`src/rtl/apb_uart_console_master_if.sv`:
```
// apb_uart_console_master_if: APB bus between the console master and a 16550-style UART slave
interface apb_uart_console_master_if #(parameter int APB_ADDR_WIDTH = 12);
  logic [APB_ADDR_WIDTH-1:0] paddr;
  logic                      psel;
  logic                      penable;
  logic                      pwrite;
  logic [31:0]               pwdata;
  logic [31:0]               prdata;
  logic                      pready;
  logic                      pslverr;
  modport master (output paddr, psel, penable, pwrite, pwdata, input prdata, pready, pslverr);
  modport slave  (input paddr, psel, penable, pwrite, pwdata, output prdata, pready, pslverr);
endinterface

```
`src/rtl/apb_uart_console_master.sv`:
```
// apb_uart_console_master: initialises a 16550 UART over APB, then polls LSR to move tx/rx bytes
module apb_uart_console_master #(
  parameter int                        APB_ADDR_WIDTH = 12,
  parameter logic [APB_ADDR_WIDTH-1:0] UART_BASE      = '0,
  parameter logic [15:0]               DIVISOR        = 16'd27,
  parameter logic [7:0]                LCR_VAL        = 8'h03,
  parameter int                        POLL_GAP       = 4
) (
  input  logic                              CLK,
  input  logic                              RSTN,
  apb_uart_console_master_if.master         m,
  input  logic                              tx_valid_i,
  input  logic [7:0]                        tx_data_i,
  output logic                              tx_ready_o,
  output logic                              rx_valid_o,
  output logic [7:0]                        rx_data_o,
  output logic                              rx_perr_o,
  input  logic                              rx_ready_i,
  output logic                              init_done_o,
  output logic                              err_o
);
  typedef enum logic [3:0] {
    ST_BOOT, ST_INIT_SETUP, ST_INIT_ACCESS, ST_POLL_SETUP, ST_POLL_ACCESS,
    ST_TX_SETUP, ST_TX_ACCESS, ST_RX_SETUP, ST_RX_ACCESS, ST_GAP, ST_IDLE
  } state_e;
  localparam logic [2:0] R_DAT = 3'd0, R_IER = 3'd1, R_FCR = 3'd2, R_LCR = 3'd3, R_LSR = 3'd5;
  localparam int GW = POLL_GAP > 1 ? $clog2(POLL_GAP) : 1;
  function automatic logic [2:0] init_reg(input logic [2:0] i);
    return (i == 3'd0 || i == 3'd3) ? R_LCR : (i == 3'd2 || i == 3'd5) ? R_IER : i == 3'd4 ? R_FCR : R_DAT;
  endfunction
  function automatic logic [7:0] init_dat(input logic [2:0] i);
    return i == 3'd0 ? (LCR_VAL | 8'h80) : i == 3'd1 ? DIVISOR[7:0] : i == 3'd2 ? DIVISOR[15:8] :
           i == 3'd3 ? LCR_VAL : i == 3'd4 ? 8'h07 : 8'h00;
  endfunction
  state_e                    state_q, state_d, l_state;
  logic [2:0]                init_idx_q, init_idx_d, l_reg;
  logic [GW-1:0]             gap_cnt_q, gap_cnt_d;
  logic [APB_ADDR_WIDTH-1:0] paddr_q, paddr_d;
  logic                      psel_q, psel_d, penable_q, penable_d, pwrite_q, pwrite_d;
  logic [7:0]                pwdata_q, pwdata_d, l_dat, lsr;
  logic                      tx_full_q, tx_full_d;
  logic [7:0]                tx_byte_q, tx_byte_d;
  logic                      rx_valid_q, rx_valid_d, rx_perr_q, rx_perr_d;
  logic [7:0]                rx_data_q, rx_data_d;
  logic                      lsr_rx_q, lsr_rx_d, lsr_perr_q, lsr_perr_d;
  logic                      init_done_q, init_done_d, err_q, err_d;
  logic                      done, launch, l_wr, go_poll;
  logic                      unused_prdata;
  assign unused_prdata = ^m.prdata[31:8];
  always_comb begin
    state_d     = state_q;
    init_idx_d  = init_idx_q;
    gap_cnt_d   = gap_cnt_q;
    paddr_d     = paddr_q;
    psel_d      = psel_q;
    penable_d   = penable_q;
    pwrite_d    = pwrite_q;
    pwdata_d    = pwdata_q;
    tx_full_d   = tx_full_q;
    tx_byte_d   = tx_byte_q;
    rx_valid_d  = rx_valid_q;
    rx_data_d   = rx_data_q;
    rx_perr_d   = rx_perr_q;
    lsr_rx_d    = lsr_rx_q;
    lsr_perr_d  = lsr_perr_q;
    init_done_d = init_done_q;
    err_d       = err_q;
    launch      = 1'b0;
    l_reg       = R_DAT;
    l_wr        = 1'b0;
    l_dat       = 8'h00;
    l_state     = ST_IDLE;
    go_poll     = 1'b0;
    done        = psel_q & penable_q & m.pready;
    lsr         = m.pslverr ? 8'h00 : m.prdata[7:0];
    if (tx_valid_i & ~tx_full_q) begin
      tx_full_d = 1'b1;
      tx_byte_d = tx_data_i;
    end
    if (rx_valid_q & rx_ready_i) rx_valid_d = 1'b0;
    if (done) begin
      psel_d    = 1'b0;
      penable_d = 1'b0;
      if (m.pslverr) err_d = 1'b1;
    end
    case (state_q)
      ST_BOOT: begin
        launch  = 1'b1;
        l_reg   = init_reg(3'd0);
        l_wr    = 1'b1;
        l_dat   = init_dat(3'd0);
        l_state = ST_INIT_SETUP;
      end
      ST_INIT_SETUP, ST_POLL_SETUP, ST_TX_SETUP, ST_RX_SETUP: begin
        penable_d = 1'b1;
        state_d   = state_q == ST_INIT_SETUP ? ST_INIT_ACCESS : state_q == ST_POLL_SETUP ? ST_POLL_ACCESS :
                    state_q == ST_TX_SETUP ? ST_TX_ACCESS : ST_RX_ACCESS;
      end
      ST_INIT_ACCESS: if (done) begin
        if (init_idx_q == 3'd5) begin
          init_done_d = 1'b1;
          go_poll     = 1'b1;
        end else begin
          init_idx_d = init_idx_q + 3'd1;
          launch     = 1'b1;
          l_reg      = init_reg(init_idx_d);
          l_wr       = 1'b1;
          l_dat      = init_dat(init_idx_d);
          l_state    = ST_INIT_SETUP;
        end
      end
      ST_POLL_ACCESS: if (done) begin
        lsr_rx_d   = lsr[0];
        lsr_perr_d = lsr[2];
        if (lsr[5] & tx_full_q) begin
          launch  = 1'b1;
          l_wr    = 1'b1;
          l_dat   = tx_byte_q;
          l_state = ST_TX_SETUP;
        end else if (lsr[0] & ~rx_valid_q) begin
          launch  = 1'b1;
          l_state = ST_RX_SETUP;
        end else if (POLL_GAP == 0) begin
          go_poll = 1'b1;
        end else begin
          state_d   = ST_GAP;
          gap_cnt_d = GW'(POLL_GAP - 1);
        end
      end
      ST_TX_ACCESS: if (done) begin
        tx_full_d = 1'b0;
        if (lsr_rx_q & ~rx_valid_q) begin
          launch  = 1'b1;
          l_state = ST_RX_SETUP;
        end else go_poll = 1'b1;
      end
      ST_RX_ACCESS: if (done) begin
        if (!m.pslverr) begin
          rx_valid_d = 1'b1;
          rx_data_d  = m.prdata[7:0];
          rx_perr_d  = lsr_perr_q;
        end
        go_poll = 1'b1;
      end
      ST_GAP: if (gap_cnt_q == '0) go_poll = 1'b1; else gap_cnt_d = gap_cnt_q - 1'b1;
      default: go_poll = 1'b1;
    endcase
    // polling only makes sense when there is a byte to send or room for a byte to receive
    if (go_poll) begin
      if (tx_full_d | ~rx_valid_d) begin
        launch  = 1'b1;
        l_reg   = R_LSR;
        l_state = ST_POLL_SETUP;
      end else state_d = ST_IDLE;
    end
    if (launch) begin
      psel_d    = 1'b1;
      penable_d = 1'b0;
      pwrite_d  = l_wr;
      paddr_d   = UART_BASE + APB_ADDR_WIDTH'({l_reg, 2'b00});
      pwdata_d  = l_dat;
      state_d   = l_state;
    end
  end
  always_ff @(posedge CLK or negedge RSTN) begin
    if (!RSTN) begin
      state_q     <= ST_BOOT;
      init_idx_q  <= '0;
      gap_cnt_q   <= '0;
      paddr_q     <= '0;
      psel_q      <= 1'b0;
      penable_q   <= 1'b0;
      pwrite_q    <= 1'b0;
      pwdata_q    <= '0;
      tx_full_q   <= 1'b0;
      tx_byte_q   <= '0;
      rx_valid_q  <= 1'b0;
      rx_data_q   <= '0;
      rx_perr_q   <= 1'b0;
      lsr_rx_q    <= 1'b0;
      lsr_perr_q  <= 1'b0;
      init_done_q <= 1'b0;
      err_q       <= 1'b0;
    end else begin
      state_q     <= state_d;
      init_idx_q  <= init_idx_d;
      gap_cnt_q   <= gap_cnt_d;
      paddr_q     <= paddr_d;
      psel_q      <= psel_d;
      penable_q   <= penable_d;
      pwrite_q    <= pwrite_d;
      pwdata_q    <= pwdata_d;
      tx_full_q   <= tx_full_d;
      tx_byte_q   <= tx_byte_d;
      rx_valid_q  <= rx_valid_d;
      rx_data_q   <= rx_data_d;
      rx_perr_q   <= rx_perr_d;
      lsr_rx_q    <= lsr_rx_d;
      lsr_perr_q  <= lsr_perr_d;
      init_done_q <= init_done_d;
      err_q       <= err_d;
    end
  end
  assign m.paddr     = paddr_q;
  assign m.psel      = psel_q;
  assign m.penable   = penable_q;
  assign m.pwrite    = pwrite_q;
  assign m.pwdata    = {24'h0, pwdata_q};
  assign tx_ready_o  = ~tx_full_q;
  assign rx_valid_o  = rx_valid_q;
  assign rx_data_o   = rx_data_q;
  assign rx_perr_o   = rx_perr_q;
  assign init_done_o = init_done_q;
  assign err_o       = err_q;
endmodule

```
`src/flat_wrapper.sv`:
```
// flat-port wrapper written by rule: the top's interface ports become plain ports
module apb_uart_console_master_flat 
#(
  parameter int                        APB_ADDR_WIDTH = 12,
  parameter logic [APB_ADDR_WIDTH-1:0] UART_BASE      = '0,
  parameter logic [15:0]               DIVISOR        = 16'd27,
  parameter logic [7:0]                LCR_VAL        = 8'h03,
  parameter int                        POLL_GAP       = 4
)
  (CLK, RSTN, tx_valid_i, tx_data_i, tx_ready_o, rx_valid_o, rx_data_o, rx_perr_o, rx_ready_i, init_done_o, err_o, m_paddr, m_psel, m_penable, m_pwrite, m_pwdata, m_prdata, m_pready, m_pslverr);
  apb_uart_console_master_if #(.APB_ADDR_WIDTH(APB_ADDR_WIDTH)) m_i ();
  input  logic CLK;
  input  logic RSTN;
  input  logic tx_valid_i;
  input  logic [7:0] tx_data_i;
  output logic tx_ready_o;
  output logic rx_valid_o;
  output logic [7:0] rx_data_o;
  output logic rx_perr_o;
  input  logic rx_ready_i;
  output logic init_done_o;
  output logic err_o;
  output wire logic [$bits(m_i.paddr)-1:0] m_paddr;
  output wire logic [$bits(m_i.psel)-1:0] m_psel;
  output wire logic [$bits(m_i.penable)-1:0] m_penable;
  output wire logic [$bits(m_i.pwrite)-1:0] m_pwrite;
  output wire logic [$bits(m_i.pwdata)-1:0] m_pwdata;
  input wire logic [$bits(m_i.prdata)-1:0] m_prdata;
  input wire logic [$bits(m_i.pready)-1:0] m_pready;
  input wire logic [$bits(m_i.pslverr)-1:0] m_pslverr;
  assign m_paddr = m_i.paddr;
  assign m_psel = m_i.psel;
  assign m_penable = m_i.penable;
  assign m_pwrite = m_i.pwrite;
  assign m_pwdata = m_i.pwdata;
  assign m_i.prdata = m_prdata;
  assign m_i.pready = m_pready;
  assign m_i.pslverr = m_pslverr;
  apb_uart_console_master #(.APB_ADDR_WIDTH(APB_ADDR_WIDTH), .UART_BASE(UART_BASE), .DIVISOR(DIVISOR), .LCR_VAL(LCR_VAL), .POLL_GAP(POLL_GAP)) u_core (.CLK(CLK), .RSTN(RSTN), .m(m_i), .tx_valid_i(tx_valid_i), .tx_data_i(tx_data_i), .tx_ready_o(tx_ready_o), .rx_valid_o(rx_valid_o), .rx_data_o(rx_data_o), .rx_perr_o(rx_perr_o), .rx_ready_i(rx_ready_i), .init_done_o(init_done_o), .err_o(err_o));
endmodule
```
`config.mk`:
```
export PLATFORM = sky130hd
export DESIGN_NAME = apb_uart_console_master_flat
export DESIGN_NICKNAME = d
export VERILOG_FILES = /design/src/rtl/apb_uart_console_master_if.sv /design/src/rtl/apb_uart_console_master.sv /design/src/flat_wrapper.sv
export SDC_FILE = /design/constraint.sdc
export NUM_CORES = 1
export LEC_CHECK = 0
export BUFFER_PORTS_ARGS = -buffer_cell sky130_fd_sc_hd__buf_2
export CORE_UTILIZATION = 43
export CTS_CLUSTER_DIAMETER = 60
export DETAILED_ROUTE_END_ITERATION = 6
export PLACE_DENSITY = 0.83
export SYNTH_ARGS = -nofsm -noshare
export SYNTH_HDL_FRONTEND = slang
export SYNTH_SLANG_ARGS = --single-unit
```
`constraint.sdc`:
```
create_clock -name CLK -period 2.4 [get_ports CLK]
set_input_delay 0 -clock CLK [delete_from_list [all_inputs] [get_ports CLK]]
set_output_delay 0 -clock CLK [all_outputs]
set_load 0.005 [all_outputs]
```
; After elaboration in Yosys (flattened, before gate mapping)
; Index checks and enable logic that the tools add are counted.
; Widths: inputs -> output; s select.
[totals]
register_bits = 46
out_inout_bits = 60
word_cells = 142
[classes]
bitwise = 13
n_eq_ne = 19
add_sub_neg = 2
n_reduce_logical = 16
n_mux = 75
[ops]
columns = operator, count
row1 = $mux 4, 18
row2 = $mux 8, 8
row3 = $mux 1, 28
row4 = $pmux 8 s3, 1
row5 = $mux 3, 7
row6 = $eq 4x3->1 const B, 4
row7 = $pmux 4 s4, 1
row8 = $mux 2, 5
row9 = $eq 3x3->1 const B, 3
row10 = $reduce_and 3->1, 3
row11 = $eq 4x2->1 const B, 2
row12 = $eq 4x4->1 const B, 2
row13 = $pmux 4 s2, 1
row14 = $and 1x1->1, 7
row15 = $eq 3x2->1 const B, 2
row16 = $mux 6, 1
row17 = $ne 2x2->1 const B, 3
row18 = $pmux 3 s2, 1
row19 = $reduce_or 6->1, 1
row20 = $not 1->1, 5
row21 = $pmux 1 s5, 1
row22 = $reduce_and 5->1, 1
row23 = $eq 4x1->1 const B, 1
row24 = $logic_not 4->1, 1
row25 = other kinds (15), 18

; Longest topological paths before layout
; Gate-level depths: netlist of the first run.
[logic_depth]
word_depth = 10
ltp_mapped = 8
ltp_nobuf = 7

; Worst setup path after synthesis of the first run
; OpenSTA, ideal clock, no wires.
[synth_path]
path_kind = register -> register
start = register u_core.state_q[3]
end = register u_core.pwdata_q[0]
stages_incl_launch_ff = 7
required_ns = 2.275
arrival_ns = 2.092
n_path_buf = 1
setup_slack_ns = 0.184
period_less_slack_ns = 2.216
setup_time_ns = 0.125
path_cell_list = dfrtp_1 buf_4 or3b_1 or4_1 a21o_1 a221oi_4 mux2_2
[synth_via]
elab_chain_len = 6
word_cells_on_any_way = 20
[synth_lines]
columns = item, line
row1 = start: declaration, apb_uart_console_master.sv:35  ; state_e state_q, state_d, l_state;
row2 = start signal: assignment, apb_uart_console_master.sv:185  ; state_q <= state_d;
row3 = branches (longest 6 deep; another with $reduce_or 6->1), n/a
row4 = end signal: assignment, apb_uart_console_master.sv:192  ; pwdata_q <= pwdata_d;
row5 = end: declaration, apb_uart_console_master.sv:40  ; logic [7:0] pwdata_q, pwdata_d, l_dat, lsr;
; Several ways; the timed one is not identified.
; A chain may end at the register's enable or synchronous reset.

; Final worst setup path of the first run
[layout_path]
start = register u_core.state_q[1]
end = register u_core.pwdata_q[1]
; Same word-level chain as after synthesis.

==> reports/results.txt, run 1 <==
Entering global routing, the biggest net connects 47 pins. The starting density of the core is 0.451, and the number of hold violations in the final report is 0. For this run, the detailed router's first-pass iteration total came to 4. The maximum root-to-sink buffer count was 2. The run finished with clean final reports. The synthesized area is 2500 sq um, and the share of Yosys cell area claimed by the top area cell type is 0.460. TritonCTS built the clock tree. Mean post-synth cell area: 10.6 sq um. The slew at the pin closest to its max-slew limit was 1.00 ns; the internal power consumption was 2.06 mW.

Sorting the synthesized cells by area gives the leading types as dfrtp_1 46%, buf_4 10%, mux2_2 9.0%. The predominant post-synthesis flop cell was dfrtp_1. The run gives 0.430 GHz as the maximum clock frequency.

The die covers 6130 sq um. The logs give 0 for the initial antenna violation count and 0 for the max-cap violation count. The tools report the buffer type at the clock tree root as clkbuf_8. The via count of the first global-routing pass came out at 1,913.

The post-synthesis instance total was 235; the largest fanout on the critical path was 4. In this run the tool buffered the top-level ports with 48 buffer cells. Counting flops with a built-in enable in the synthesized netlist gives 0.

Data arrival at the endpoint of the critical path: 2.51 ns. The width of the die was 78.3 microns. Top routing layer in use: met4.

The fraction of power consumed by sequential logic is 0.384. The number of setup violations in the final report was 0. The detailed router placed 1,948 vias in this run. The run gives 0.00443 ns as the maximum clock skew at final layout.

In this run the remaining antenna-violating nets after routing total 0. The tools report the post-cts hold buffer count as 19. The tools report the number of H-tree levels as 2. The critical path class was flop to flop. Pin placement for this block handled 106 I/O pins.

The DRC violation count after routing was 0; the post-cts repair resize count was 0. After detailed routing, the met3 layer carries 334 microns of wire. Detailed routing placed a total of 2620 microns of wire on met2. The run gives 1.17 mW as the switching power. The Yosys step of the flow raised 0 warnings.

The total CTS buffers is 5, and the per-cell via count in the routed design is 5.06. The final layout contains routed wiring with a total length of 5250 microns. Share of the clock period used by the worst path: 0.968. The share of cells above drive strength 1 is 0.297.

Once the clock tree was built, the setup fixing pass inserted 0 buffers. The tools report the number of nets in the finished design as 365. The run gives 0 as the number of pins with negative max-slew slack in the final report. Summed over all layers, the global routing overflow is 0. Category of the worst setup path capture point: a flop. Summing all placed instances gives a cell area of 2760 sq um.

The first global-routing pass estimated 8540 microns of wire. Setup repair after global routing left no endpoint under its margin. The routed metal-1 wirelength came out at 2200 microns. The worst hold path belongs to the class primary input to flop. The violation count after the first detailed-route iteration came out at 128. Counting instances in the post-synthesis netlist gives the leading cell types as 46 x dfrtp_1, 34 x buf_4, 20 x mux2_2.

The run gives 3680 microns as the half-perimeter wire length of the detailed placement result. The library cell occupying the most area in the post-synthesis netlist is dfrtp_1. Switching part of the total power: 0.362. In the final routed layout, each cell accounts on average for 13.6 microns. The cell area power density was 1050 nW/um^2; the relative slew slack was 0.332. The finished cells cover 3060 sq um. The run gives 0.179 as the global routing usage summed across all routing layers. The filler cells instantiated in the layout total 483. Synthesis inferred 46 register bits. Maximum VDD drop: 0.616 mV. Among all cell types in the netlist, the one instantiated most often is dfrtp_1.

Core outline area: 5540 sq um. After clock tree synthesis, the clock-pin slew on the worst setup and hold paths is 0.08 ns. Data on the critical path is required at its endpoint by 2.59 ns. The final weighted congestion in routability-driven placement was 0.874. 0 antenna diodes ended up in the layout.

The tools report the combinational share of power as 0.438. After routing, the total negative slack on setup checks comes to 0 ns. From bottom edge to top edge, the die measures 78.3 microns. The clock group share of total power was 0.177. The sequential area share after synthesis was 0.460; the layout-stage area growth over the synthesis result was 22.5%. The final hold slack is 0.0128 ns. Summed over all cells, the static leakage comes to 1.55 nW. The clock period minus final worst setup slack is 2.32 ns. The startpoint kind of the worst setup timing path is a flop.

The count of unique library cells instantiated by Yosys was 46; the share of synthesized registers carrying an async set or reset was 1.00. The insertion delay to the later sink of the worst-skew pair is 0.30 ns, and the row count is 27. Clock tree synthesis found a total of 46 sinks.
area by class of cell:
| class | instances | area (sq um) | area share |
|---|---|---|---|
| Timing Repair Buffer | 82 | 543 | 0.177 |
| Sequential cell | 46 | 1150 | 0.376 |
| Clock buffer | 6 | 72.6 | 0.0237 |
| Clock inverter | 2 | 37.5 | 0.0122 |
| Inverter | 7 | 26.3 | 0.00857 |
| Tap cell | 72 | 90.1 | 0.0294 |
| Multi-Input combinational cell | 170 | 1140 | 0.373 |
layout by cell type (no fill, tap or decap), types with 2 or more instances in the layout:
cell,count
a21o_1,5
dlygate4sd3_1,19
nand3_1,2
o22ai_1,3
ha_1,7
buf_4,15
dfrtp_1,46
o21ai_0,9
clkbuf_8,5
and3_1,2
a22o_1,7
inv_1,7
mux2i_1,2
a221o_1,4
a21oi_1,10
nor4_1,2
conb_1,33
mux2_2,20
buf_2,48
nand2_1,18
nor2b_1,3
nor2_1,8
or4_1,2
xnor2_1,3
nand2b_1,6
and2_1,2
nor3_1,2
stage by stage:
step / power (mW) / util / instances / setup slack, ns
final: 3.23 / 0.553 / 385 / 0.0757
after global routing: 3.46 / 0.553 / 385 / 0.0188
after CTS: 3.25 / 0.553 / 385 / 0.0791
after detailed placement: 2.64 / 0.499 / 358 / 0.118
after global placement: 2.57 / 0.499 / 358 / 0.145
after floorplan: 2.19 / - / 267 / 0.184
sequential cells by signal, summed over array words and instances, names as in the netlist, 2 cells and up:
signal             count
u_core.init_idx_q      3
u_core.rx_data_o       8
u_core.m.paddr         3
u_core.tx_byte_q       8
u_core.pwdata_q        8
u_core.gap_cnt_q       2
u_core.state_q         4
worst paths after layout:
check | from | end | slack (ns) | cells past startpoint
worst max-delay path | u_core.state_q[1] | u_core.pwdata_q[1] | 0.08 | 5
worst min-delay path | rx_ready_i | u_core.rx_valid_o | 0.01 | 3
worst max register to register | u_core.state_q[1] | u_core.pwdata_q[1] | 0.08 | 5
worst min register to register | u_core.init_done_o | u_core.init_done_o | 0.46 | 1
max in group asynchronous | RSTN | u_core.tx_byte_q[5] | 1.38 | 2
min in group asynchronous | RSTN | u_core.init_idx_q[1] | 0.40 | 2
power groups by stage:
stage          Sequential, mW  Clock, mW  Combinational, mW
3_5_place_dp             1.25          0               1.38
2_1_floorplan            1.23          0              0.959
5_1_grt                  1.27      0.622               1.56
3_3_place_gp             1.24          0               1.33
4_1_cts                  1.24      0.592               1.42
6_report                 1.24      0.574               1.42
layer usage:
metal | vias up | track usage
met1 | 944 | 0.219
met5 | - | 0
met3 | 12 | 0.0488
li1 | 909 | -
met4 | 0 | 0.0593
met2 | 83 | 0.305
critical path, cell delays in order, from the launching register on:
cell,delay [ns]
dfrtp_1,0.39
or3b_1,0.41
or4_1,0.45
a21o_1,0.26
a221oi_4,0.33
mux2_2,0.38
kinds of logic after synthesis:
group | Yosys count | synth area share
other | 1 | 0.00150
buffers and inverters | 51 | 0.131
DFF | 46 | 0.460
muxes | 22 | 0.0981
xor gates and xnor gates | 4 | 0.0140
adders and majority gates | 7 | 0.0350
AOI/OAI and AO/OA | 48 | 0.140
and+or+nand+nor | 56 | 0.121
Power figures use the tool's default switching activity.
==> run 2, diff against run 1 <==
--- a/config.mk
+++ b/config.mk
@@ -6,6 +6,7 @@
 export NUM_CORES = 1
 export LEC_CHECK = 0
 export BUFFER_PORTS_ARGS = -buffer_cell sky130_fd_sc_hd__buf_2
+export CORE_ASPECT_RATIO = 0.6
 export CORE_UTILIZATION = 43
 export CTS_CLUSTER_DIAMETER = 60
 export DETAILED_ROUTE_END_ITERATION = 6
==> run 2 against run 1 <==
Compared with the run above: final cell count grew 1.8%; sequential power is essentially flat; count of clock-buffer cells in the layout is the same; register-to-register slack lost 0.03 ns; flip-flop and latch count is the same; non-clock buffer count shrank 1; routed wire length grew 3.3%; first-iteration DRC count grew 3.9%; worst hold slack lost 0.0049 ns; core utilization shrank 0.94 points; setup slack lost 0.029 ns; die area grew 0.17%; highest routed layer unchanged.
==> reports/results.txt, run 2 (same netlist as run 1, synthesis figures left out) <==
Share of cells above drive strength 1: 0.295. Maximum VDD drop: 0.398 mV. For the starting density of the core, the log shows 0.447. The library cells used most frequently in the layout, excluding fill and tap cells, are 48 x buf_2, 46 x dfrtp_1, 33 x conb_1. CTS built an H-tree with a depth of 2.

The number of setup violations in the final report came out at 0. The run gives 0.194 as the global routing usage summed across all routing layers. Clock-pin slew was measured on the worst setup and hold paths at 0.09 ns. The largest individual stage delay along the critical path comes from the cell or4_1. The final-layout fill cell count is 494, and the area of combinational cells with multiple inputs is 1140 sq um.

For the final antenna diode count, the log shows 0. For the initial antenna violation count, the log shows 0. The congestion estimate from routability-driven global placement came to 0.885.

The share of the clock period used by the worst path works out to 0.981. The buffer type at the clock tree root is clkbuf_8. The vertical die dimension works out to 61.1 microns. The startpoint kind of the worst setup timing path was a flop. For the top-level port count, the log shows 106. The slew at the pin closest to its max-slew limit is 1.03 ns.

The length in cells of the worst reg-to-reg path was 5. The tools report the category of the worst setup path capture point as a flop. Leading cell type in the layout, fill and taps excluded: buf_2.

The run finished with clean final reports. The number of instances on the worst hold path came out at 2. For this block, the routed nets add up to 5420 microns of wire.

From synthesis to final layout, the design area changed by 21.7%. Remaining global-route overflow: 0. For this design the ratio of total power to cell area is 1020 nW/um^2. After floorplanning, the core was divided into 21 placement rows.

For the worst setup path, the data required time is 2.59 ns. Of all nets on the critical path, the largest fanout is 4. In this run, the number of DRC markers left after iteration 0 of detailed routing was 133. Entering global routing, the biggest net connects 47 pins.

Together, buffers and inverters on the worst path number 0. The number of nets in the finished design is 364. The dominant delay contributor by cell family on the critical path was simple AND/OR/NAND/NOR gates.

Dividing the detail-routed via count by the number of cells gives 4.95. The average wire length per cell after detail routing came out at 13.8 microns. The tree built by TritonCTS fans out to 46 sinks. The critical path runs through a total of 5 cells. The die covers 6140 sq um. The core region is 5600 sq um. The width of the die is 100 microns. The tools report the total via count in the routed design as 1,940. Derived from the worst setup path, the maximum achievable clock frequency is 0.425 GHz.

The logs give 1,907 for the via count of the first global-routing pass and 0 for the number of hold violations in the final report. The maximum clock skew at final layout came out at 0.00815 ns. TritonCTS built the clock tree.

For this run, the detailed router's first-pass iteration total came to 4. The power after layout is 3.12 mW, and the DRC violation count after routing is 0. The critical path class was flop to flop. The path class of the tightest hold or removal check is primary input to flop. The peak per-stage delay on the critical path is 0.45 ns, and the post-cts repair resize count is 0.

At the worst endpoint, the arrival time is 2.54 ns. The first global-routing pass estimated 8960 microns of wire. For the total CTS buffers, the log shows 5. Once detailed placement completed, the half-perimeter wirelength came to 3830 microns. The number of port buffers is 48, and the remaining antenna violation count after routing is 0. Across the whole layout, storage elements account for 1150 sq um. Adding up every negative setup slack in the final design gives 0 ns.

For the worst-skew pair, the clock arrives at the later sink with an insertion delay of 0.30 ns. In this run the static leakage power is 1.54 nW. Across the run, the number of max-cap violations was 0.

Setup repair after global routing left no endpoint under its margin. The signal on the critical path passes through or3b_1, or4_1, a21o_1, a221oi_4, mux2_2. The maximum root-to-sink buffer count came out at 2. For the number of pins with negative max-slew slack in the final report, the log shows 0.

The smallest clock period supported by the final layout is computed as 2.35 ns. The relative slew slack was 0.310.
[run 2: cell types whose count changed in the layout (fill, tap and decap cells not counted), sizes merged]
cell and change:
bufinv -1, clkinv +2, clkinvlp -1, buf -1
[run 2: path summary, 6_finish.rpt]
path / from / to / slack (ns)
setup / recovery: u_core.state_q[1] / u_core.pwdata_q[1] / 0.05
hold / removal: m_pslverr / u_core.err_o / 0.008
setup reg to reg: u_core.state_q[1] / u_core.pwdata_q[1] / 0.05
hold reg to reg: u_core.err_o / u_core.err_o / 0.47
max in group asynchronous: RSTN / u_core.pwdata_q[5] / 1.35
min in group asynchronous: RSTN / u_core.m.penable / 0.40
[run 2: power breakdown]
group / internal [mW] / total, mW / switching [mW]
clock: 0.206 / 0.477 / 0.271
combinational: 0.684 / 1.40 / 0.715
sequential: 1.05 / 1.24 / 0.190
total: 1.94 / 3.12 / 1.18
[run 2: worst reg2reg max path, stage by stage, from the launching register on]
cell and delay, ns:
dfrtp_1 0.39, or3b_1 0.44, or4_1 0.45, a21o_1 0.23
a221oi_4 0.35, mux2_2 0.38
[run 2: final cells by class]
type,instances,share of cell area
sequential,46,0.378
multi-input combinational,170,0.376
timing repair buffer,81,0.176
tap,80,0.0329
clock buffer,6,0.0238
inverter,7,0.00863
clock inverter,2,0.00452
[run 2: repair_timing]
action / 4_1_cts / 5_1_grt
hold endpoints to repair: 66 / 0
setup endpoints to repair: 0 / 2
buffers inserted: 0 / 1
hold buffers: 19 / 0
[run 2: through the flow]
stage / utilization / cells / worst slack (ns) / hold WS (ns) / cell area (sq um)
2_1_floorplan: - / 267 / 0.184 / -0.296 / 2620
3_3_place_gp: 0.493 / 364 / 0.0948 / 0.227 / 2760
3_5_place_dp: 0.493 / 364 / 0.0959 / 0.238 / 2760
4_1_cts: 0.542 / 391 / 0.0602 / 0.00347 / 3040
5_1_grt: 0.544 / 392 / 0.0121 / 0.0163 / 3040
6_report: 0.544 / 392 / 0.0468 / 0.00785 / 3040
[run 2: per-layer routing]
metal	routed length, microns	vias to the layer above	track usage
li1	-	911	-
met1	2590	923	0.262
met2	2310	93	0.302
met3	452	13	0.0647
met4	70	0	0.0559
met5	0	-	0
==> run 3, diff against run 2 <==
--- a/config.mk
+++ b/config.mk
@@ -7,10 +7,10 @@
 export LEC_CHECK = 0
 export BUFFER_PORTS_ARGS = -buffer_cell sky130_fd_sc_hd__buf_2
 export CORE_ASPECT_RATIO = 0.6
-export CORE_UTILIZATION = 43
+export CORE_UTILIZATION = 48
 export CTS_CLUSTER_DIAMETER = 60
 export DETAILED_ROUTE_END_ITERATION = 6
-export PLACE_DENSITY = 0.83
+export PLACE_DENSITY = 0.87
 export SYNTH_ARGS = -nofsm -noshare
 export SYNTH_HDL_FRONTEND = slang
 export SYNTH_SLANG_ARGS = --single-unit
==> constraint.sdc (replaced) <==
create_clock -name CLK -period 2.6 [get_ports CLK]
set_input_delay 0 -clock CLK [delete_from_list [all_inputs] [get_ports CLK]]
set_output_delay 0 -clock CLK [all_outputs]
set_load 0.005 [all_outputs]
==> run 3 against run 2 <==
Compared with the run above: worst hold slack better by 0.41 ns; power down 7.3%; register-to-register slack better by 0.06 ns; die area down 10%; sequential power down 6%; count of clock-buffer cells in the layout unchanged; design area down 0.53%; combinational power down 7%; routed wire length up 3.7%; critical endpoint is now u_core.pwdata_q[0]; largest cell class unchanged; highest routed layer unchanged.
==> reports/results.txt, run 3 (same netlist as run 1, synthesis figures left out) <==
For this run, the detailed router's first-pass iteration total came to 4. For this design the ratio of total power to cell area is 956 nW/um^2. The share of cells above drive strength 1 is 0.288.

For the number of nets in the finished design, the log shows 364. The DRC violation count after routing was 0; the clock group share of total power was 0.152. The startpoint kind of the worst setup timing path is a flop. The switching part of the total power is 0.380, and the post-cts repair resize count is 0. The top cell types in the final layout, fill and taps aside, are 48 x buf_2, 46 x dfrtp_1, 33 x conb_1.

Global routing finished with a remaining overflow of 0. The logs give 0 for the max-cap violation count and 0 for the number of setup violations in the final report. TritonCTS built the clock tree.

The tools report the maximum root-to-sink buffer count as 2. The path class of the tightest hold or removal check is primary input to asynchronous set/reset pin. The combinational share of power was 0.448. After detailed routing, the number of vias per cell comes to 5.15. For this design, the CTS-stage hold fixing added 21 buffers. The tools report the via count of the first global-routing pass as 1,960.

Pin placement for this block handled 106 I/O pins. Number of H-tree levels: 2. The leading cell type in the layout, fill and taps excluded is buf_2.

The tools report the category of the worst setup path capture point as a flop. Traced cell by cell, the critical path runs through or3b_1, or4_1, a21o_1, a221oi_4, mux2_2. Data on the critical path is required at its endpoint by 2.79 ns.

The power after layout is 2.89 mW, and the overall routed net length is 5620 microns. The count of nets left with antenna violations once routing finished came out at 0. The peak per-stage delay on the critical path is 0.45 ns. The clock drives 46 sinks. Slew at the pin closest to its max-slew limit: 1.04 ns. The number of hold violations in the final report is 0, and the width of the die is 95.2 microns.

Setup repair after global routing left no endpoint under its margin. The largest net degree at the start of global routing came out at 47. Setup total negative slack on the finished layout was measured at 0 ns. Summed over all nets, the switching power comes to 1.10 mW. The number of port buffers came out at 48. Layout-stage area growth over the synthesis result: 21.0%. The share of the clock period used by the worst path is 0.958.

The insertion delay to the later sink of the worst-skew pair is 0.30 ns, and the leakage component of the power is 1.54 nW. The final weighted congestion in routability-driven placement was 0.913; the vertical die dimension was 57.9 microns. In this run the core area contains 19 standard-cell rows. Between clock sinks in the finished design, the worst skew comes to 0.00446 ns. VDD sags by at most 0.502 mV. Based on the critical path, the design can be clocked at up to 0.401 GHz. The data arrival at the endpoint of the critical path is 2.68 ns, and the initial antenna violation count is 0. The run gives 0.400 as the fraction of power consumed by sequential logic. The die covers 5510 sq um. The final antenna diode count was 0; the total CTS buffers was 5. After layout, the minimum clock period comes to 2.49 ns.

The first routing iteration left 153 violations. The detailed router placed 1,932 vias in this run. The tools report the buffer type at the clock tree root as clkbuf_8. The clock-pin slew of the registers on the worst-case setup and hold paths came out at 0.09 ns. The first global-routing pass estimated 9420 microns of wire.

Along the worst path, the maximum fanout reaches 6. The worst setup path is of the flop to flop kind. The average wire length per cell after detail routing came out at 15.0 microns.

The flow ran to the end, and the final reports show no timing, DRC or antenna violations. The number of pins with negative max-slew slack in the final report is 0. The logs give 1.79 mW for the internal power consumption and 0.523 for the starting density of the core. On the critical path, the stage with the largest delay is an instance of or4_1. Summed over all nets, the half-perimeter wirelength after detailed placement is 3750 microns. The number of setup buffers added after CTS is 0. Global routing usage summed across all routing layers: 0.227.

The relative slew slack was 0.306. In this run the standard cell core region covers 4780 sq um.
-- run 3: changes by cell type in the layout (fill, tap and decap cells not counted), sizes merged --
cell         previous run  this run
buf                    62        60
dlygate4sd3            19        21
-- run 3: final timing paths --
| kind | from | endpoint | slack, ns | cells after the start |
|---|---|---|---|---|
| worst min register to register | u_core.err_o | u_core.err_o | 0.48 | 1 |
| worst min-delay path | RSTN | u_core.gap_cnt_q[0] | 0.42 | 2 |
| worst max-delay path | u_core.state_q[1] | u_core.pwdata_q[0] | 0.11 | 5 |
| worst max register to register | u_core.state_q[1] | u_core.pwdata_q[0] | 0.11 | 5 |
| min in group CLK | tx_data_i[4] | u_core.tx_byte_q[4] | 0.47 | 3 |
| max in group asynchronous | RSTN | u_core.rx_perr_o | 1.54 | 2 |
-- run 3: cell type report --
class	count	area (sq um)
fill	390	1750
sequential	46	1150
multi-input combinational	170	1140
timing repair buffer	81	541
tap	63	78.8
clock buffer	6	72.6
inverter	7	26.3
clock inverter	2	13.8
-- run 3: routing by layer --
layer,GRT usage,routed length (microns),vias to the layer above
met5,0,0,-
met4,0.0649,50,0
met3,0.0604,448,7
met2,0.348,2550,84
met1,0.318,2570,935
li1,-,-,906
-- run 3: per-stage QoR --
step / instances / util / instance area [sq um] / hold slack, ns / worst slack [ns]
2_1_floorplan: 267 / - / 2620 / -0.296 / 0.384
3_3_place_gp: 346 / 0.571 / 2730 / 0.225 / 0.215
3_5_place_dp: 346 / 0.571 / 2730 / 0.234 / 0.195
4_1_cts: 375 / 0.633 / 3030 / 0.450 / 0.154
5_1_grt: 375 / 0.633 / 3030 / 0.472 / 0.0312
6_report: 375 / 0.633 / 3030 / 0.417 / 0.108
-- run 3: power groups by stage --
stage / clock, mW / sequential, mW / combinational, mW
5_1_grt: 0.478 / 1.19 / 1.44
3_3_place_gp: 0 / 1.14 / 1.21
3_5_place_dp: 0 / 1.16 / 1.25
6_report: 0.439 / 1.16 / 1.30
4_1_cts: 0.447 / 1.15 / 1.28
2_1_floorplan: 0 / 1.13 / 0.885
-- run 3: critical path, delay by kind of cell, from the launching register on --
| family | cells | cell delay, ns |
|---|---|---|
| AND/OR/NAND/NOR | 2 | 0.89 |
| AO/OA/AOI/OAI | 2 | 0.71 |
| flip-flops | 1 | 0.38 |
| multiplexers | 1 | 0.40 |
